--- src/rtl/regfile_mp.sv ---
// ---------------------------------------------------------------------------
// regfile_mp: parametrised multi-port register file with busy scoreboard.
//
// Register 0 is hardwired to zero and is never busy. Each write port commits
// on the rising edge. When several write ports target the same register in
// one cycle, the highest-numbered port wins. Reads have one cycle of latency
// and hold their last value while the read enable is low. BYPASS selects
// whether a read sees data and busy state written or reserved on the same
// edge (post-update) or the state from before that edge (pre-update).
//
// Handshake: there is no valid/ready pair and no backpressure. Every
// enabled read, write and reserve is accepted on the edge where its enable
// is high.
// ---------------------------------------------------------------------------
module regfile_mp #(
   parameter int DATA_WIDTH = 32,
   parameter int NUM_REGS   = 32,
   parameter int NUM_RD     = 2,
   parameter int NUM_WR     = 1,
   parameter int BYPASS     = 1,
   localparam int IDX_W     = $clog2(NUM_REGS)
) (
   input  logic                         clk,
   input  logic                         reset,
   input  logic [NUM_RD-1:0]            rd_en,
   input  logic [NUM_RD*IDX_W-1:0]      rd_addr,
   output logic [NUM_RD*DATA_WIDTH-1:0] rd_data,
   output logic [NUM_RD-1:0]            rd_busy,
   input  logic [NUM_WR-1:0]            wr_en,
   input  logic [NUM_WR*IDX_W-1:0]      wr_addr,
   input  logic [NUM_WR*DATA_WIDTH-1:0] wr_data,
   input  logic                         rsv_en,
   input  logic [IDX_W-1:0]             rsv_addr,
   output logic [NUM_REGS-1:0]          busy_vec
);

   // Architectural state
   logic [DATA_WIDTH-1:0] regs [NUM_REGS];
   logic [NUM_REGS-1:0]   busy_q;

   // Unpacked views of the flattened port buses
   logic [IDX_W-1:0]      wa [NUM_WR];
   logic [DATA_WIDTH-1:0] wd [NUM_WR];
   logic [IDX_W-1:0]      ra [NUM_RD];

   // Per-register resolved write (enable plus winning data)
   logic [NUM_REGS-1:0]   reg_we;
   logic [DATA_WIDTH-1:0] reg_wd [NUM_REGS];

   // Next-state scoreboard
   logic [NUM_REGS-1:0]   busy_d;

   // Per-read-port value to be registered on the next enabled edge
   logic [DATA_WIDTH-1:0] rd_val [NUM_RD];
   logic [NUM_RD-1:0]     rd_bsy;

   // Slice the flat write and read buses into per-port fields
   always_comb begin
      for (int j = 0; j < NUM_WR; j++) begin
         wa[j] = wr_addr[j*IDX_W +: IDX_W];
         wd[j] = wr_data[j*DATA_WIDTH +: DATA_WIDTH];
      end
      for (int i = 0; i < NUM_RD; i++) begin
         ra[i] = rd_addr[i*IDX_W +: IDX_W];
      end
   end

   // Resolve write ports per register; later (higher) ports override earlier ones
   always_comb begin
      reg_we = '0;
      for (int r = 0; r < NUM_REGS; r++) begin
         reg_wd[r] = '0;
      end
      for (int r = 1; r < NUM_REGS; r++) begin
         for (int j = 0; j < NUM_WR; j++) begin
            if (wr_en[j] && (wa[j] == IDX_W'(r))) begin
               reg_we[r] = 1'b1;
               reg_wd[r] = wd[j];
            end
         end
      end
   end

   // Scoreboard update: writes clear, a reservation sets and takes priority
   always_comb begin
      busy_d = busy_q & ~reg_we;
      if (rsv_en) begin
         busy_d[rsv_addr] = 1'b1;
      end
      busy_d[0] = 1'b0;
   end

   // Read-port source select: pre-edge state, or post-edge state when bypassing
   always_comb begin
      for (int i = 0; i < NUM_RD; i++) begin
         rd_val[i] = regs[ra[i]];
         rd_bsy[i] = busy_q[ra[i]];
         if (BYPASS != 0) begin
            if (reg_we[ra[i]]) begin
               rd_val[i] = reg_wd[ra[i]];
            end
            rd_bsy[i] = busy_d[ra[i]];
         end
      end
   end

   // Register array; entry 0 is never enabled so it stays at its reset value
   always_ff @(posedge clk or posedge reset) begin
      if (reset) begin
         for (int r = 0; r < NUM_REGS; r++) begin
            regs[r] <= '0;
         end
      end else begin
         for (int r = 0; r < NUM_REGS; r++) begin
            if (reg_we[r]) begin
               regs[r] <= reg_wd[r];
            end
         end
      end
   end

   // Busy scoreboard register
   always_ff @(posedge clk or posedge reset) begin
      if (reset) begin
         busy_q <= '0;
      end else begin
         busy_q <= busy_d;
      end
   end

   // Registered read outputs; each port holds while its enable is low
   always_ff @(posedge clk or posedge reset) begin
      if (reset) begin
         rd_data <= '0;
         rd_busy <= '0;
      end else begin
         for (int i = 0; i < NUM_RD; i++) begin
            if (rd_en[i]) begin
               rd_data[i*DATA_WIDTH +: DATA_WIDTH] <= rd_val[i];
               rd_busy[i]                          <= rd_bsy[i];
            end
         end
      end
   end

   assign busy_vec = busy_q;

endmodule

--- config.mk ---
export PLATFORM = sky130hd
export DESIGN_NAME = regfile_mp
export DESIGN_NICKNAME = d
export VERILOG_FILES = /design/src/rtl/regfile_mp.sv
export SDC_FILE = /design/constraint.sdc
export NUM_CORES = 2
export LEC_CHECK = 0
export CORE_UTILIZATION = 50
export CTS_CLUSTER_DIAMETER = 50
export DETAILED_ROUTE_END_ITERATION = 6
export DONT_BUFFER_PORTS = 1
export PLACE_DENSITY = 0.7
export SYNTH_ARGS = -nofsm -noshare
export SYNTH_HDL_FRONTEND = slang
export SYNTH_SLANG_ARGS = --single-unit
--- constraint.sdc ---
create_clock -name clk -period 35.9 [get_ports clk]
set_input_delay 3.59 -clock clk [delete_from_list [all_inputs] [get_ports clk]]
set_output_delay 3.59 -clock clk [all_outputs]
set_load 0.1 [all_outputs]
==> metrics.txt <==
status finished with violations; failing checks DRC; Die X 343 µm; RSZ-0062 raised after global routing false; Root Driver clkbuf_16; crit path max fanout 267; GRT busiest layer met2; placer congestion estimate approximately 0.88; Die Footprint 118000 µm²; largest net degree at the start of global routing between 200 and 300; 1st-pass router iterations 7; clock slew at reported path FFs approximately 0.060 ns; CTS buffer count 130; Via-to-Cell Ratio around 7.0; Max Clk Rate roughly 0.15 GHz; vias in the first global route 39971; VDD IR max ~0.000035 V; PortBufs 0; Die Ht 343 µm; Pleak 27.2 nW; met1 Resource Use GR between 40% and 50%; commonest cells in the netlist dfrtp_1, mux2_2, mux4_2; GRT met2 Usage 48.2%; Final Total Pwr roughly 3.7 mW; Remaining DRCs 1; Total Neg Setup Slack 0 ns; Critical Path End Type flop; Mapped Cells roughly 4300; Starting Density between 50 and 60%; worst path required time 36.51 ns; total grt overflow 0; Final Skew 0.0222 ns; minimum clock period 6.46 ns; top cell type's share of synthesized area between 40% and 50%; clk sinks around 1100; Rel. slew slack 1.18%; grt met3 use 9.61%; fin crit share 18.0%; # resized after CTS 0; Avg Cell Area, Syn 13.5 µm²; max_cap viols 0; Seq cells post-synth 1089; Antenna Nets Post-Route 0; Routed WL around 190 mm; Synthesis Warnings 0; CP max stage cell xnor2_1; critical path's largest stage delay around 0.85 ns; via count between 30000 and 40000; Worst Max-Slew Pin Slew roughly 1.5 ns; Setup crit start kind input pin; Worst-Skew Late Latency approximately 0.74 ns; global-route wire length before repair 274 mm; nets about 4100; std cell rows 124; initial antenna violation count 2; Global Route Usage Sum 32.0%; most instantiated library cell after synthesis dfrtp_1; Setup Fix Bufs, Post-CTS 0; ant diodes 0; fin. max-slew vios 0; hold_buf cts 0; TritonCTS clock tree built; fraction of registers with async set/reset 100%; Final setup viols 0; maximum clock path buffer count 3; Layout area overhead 8.41%; CP Class input pin to flop; crit path cell chain xnor2_1, nand2_1, nor4_1, a21oi_2, o21ai_4, buf_4, or3_1, a31oi_1; final hold violation count 0; synthesized cell area 58200 µm²; power density over the cells 59.4 nW/µm²; hold crit path type flop to flop; Top FF cell, synth dfrtp_1; CORE AREA 115000 µm²; number of synthesized flops with an enable pin 0; DRT iter0 DRCs 4507; detailed placement HPWL 94.3 mm; Ports 156; Yosys cell types between 70 and 80; dominant cell type by area after synthesis dfrtp_1; top cells by area, synth dfrtp_1, mux4_2, mux2_2; drt wl/cell 32.7 µm; sequential share of the synthesized area 46.8%; Syn Nets 4360; share of post-route cells with drive strength above 1 40.9%; WP data arrival 7.07 ns; H-tree Lvls 4
## cells in the final DEF, fill, tap and decap left out, types with 28 or more instances in the layout
cell       count
nand2_1      443
mux4_2       511
nor2_1       152
a22oi_1       28
buf_4         59
mux2i_1      121
a221oi_1      34
clkbuf_16    137
dfrtp_1     1089
inv_1         36
a31oi_1       56
mux2_2       864
o21ai_0      172
o22ai_1       29
## cell type report
class / count / area, µm²
multi-input combinational: 2740 / 29000
clock buffer: 171 / 3730
timing repair buffer: 63 / 523
clock inverter: 53 / 526
fill: 9229 / 51700
tap: 1512 / 1890
sequential: 1089 / 27300
inverter: 43 / 174
## metal layers
metal / up-vias / wire length (µm) / part of all wire [%]
met5: - / 0 / 0
met4: 0 / 9100 / 4.9
met3: 522 / 21400 / 12
met2: 2267 / 84100 / 45
met1: 21012 / 71000 / 38
li1: 15719 / - / -
## kinds of logic after synthesis
| group | after synthesis | synth area share [%] |
|---|---|---|
| AND/OR/NAND/NOR | 785 | 5.79 |
| other | 1 | 0.00645 |
| XOR/XNOR | 8 | 0.120 |
| multiplexers | 1496 | 38.6 |
| flip-flops | 1089 | 46.8 |
| buffers and inverters | 473 | 3.63 |
| AO/OA/AOI/OAI | 450 | 5.01 |
## flip-flops by register name, summed over array words and instances, names as in the netlist
signal,flops
busy_vec,31
rd_busy,2
rd_data,64
regs,992
## critical path: cells and delay by family
| family | cells | cell delay, ns |
|---|---|---|
| buffers and inverters | 1 | 0.66 |
| AOI/OAI and AO/OA | 3 | 0.35 |
| and+or+nand+nor | 3 | 0.95 |
| xor gates and xnor gates | 1 | 0.85 |
## stage by stage
| stage | worst slack [ns] | instance area, µm² | std cells | hold WS (ns) | util [%] |
|---|---|---|---|---|---|
| 3_5_place_dp | 29.05 | 58800 | 5447 | 0.480 | 51.2 |
| 6_report | 29.44 | 63100 | 5671 | 0.490 | 54.9 |
| 2_1_floorplan | 1.65 | 58200 | 4302 | 0.458 | - |
| 3_3_place_gp | 29.10 | 58800 | 5447 | 0.470 | 51.2 |
| 4_1_cts | 29.84 | 63100 | 5671 | 0.494 | 54.9 |
| 5_1_grt | 29.36 | 63100 | 5671 | 0.514 | 54.9 |
## where the power goes
part | switching [mW] | internal [mW] | total, mW
sequential | 0.327 | 1.46 | 1.79
clock | 0.535 | 0.787 | 1.32
combinational | 0.228 | 0.411 | 0.639
total | 1.09 | 2.66 | 3.75
## final timing paths
kind | from | endpoint | slack (ns) | depth (start not counted)
worst max-delay path | rd_addr[1] | rd_data[16]$_DFFE_PP0P_ | 29.44 | 8
worst min-delay path | regs[795]$_DFFE_PP0N_ | regs[795]$_DFFE_PP0N_ | 0.49 | 2
worst max register to register | busy_vec[14]$_DFF_PP0_ | rd_busy[0]$_DFFE_PP0P_ | 33.26 | 6
worst min register to register | regs[795]$_DFFE_PP0N_ | regs[795]$_DFFE_PP0N_ | 0.49 | 2
max in group asynchronous | reset | busy_vec[7]$_DFF_PP0_ | 29.94 | 4
min in group asynchronous | reset | regs[344]$_DFFE_PP0N_ | 2.84 | 1
(Power assumes the default switching activity.)
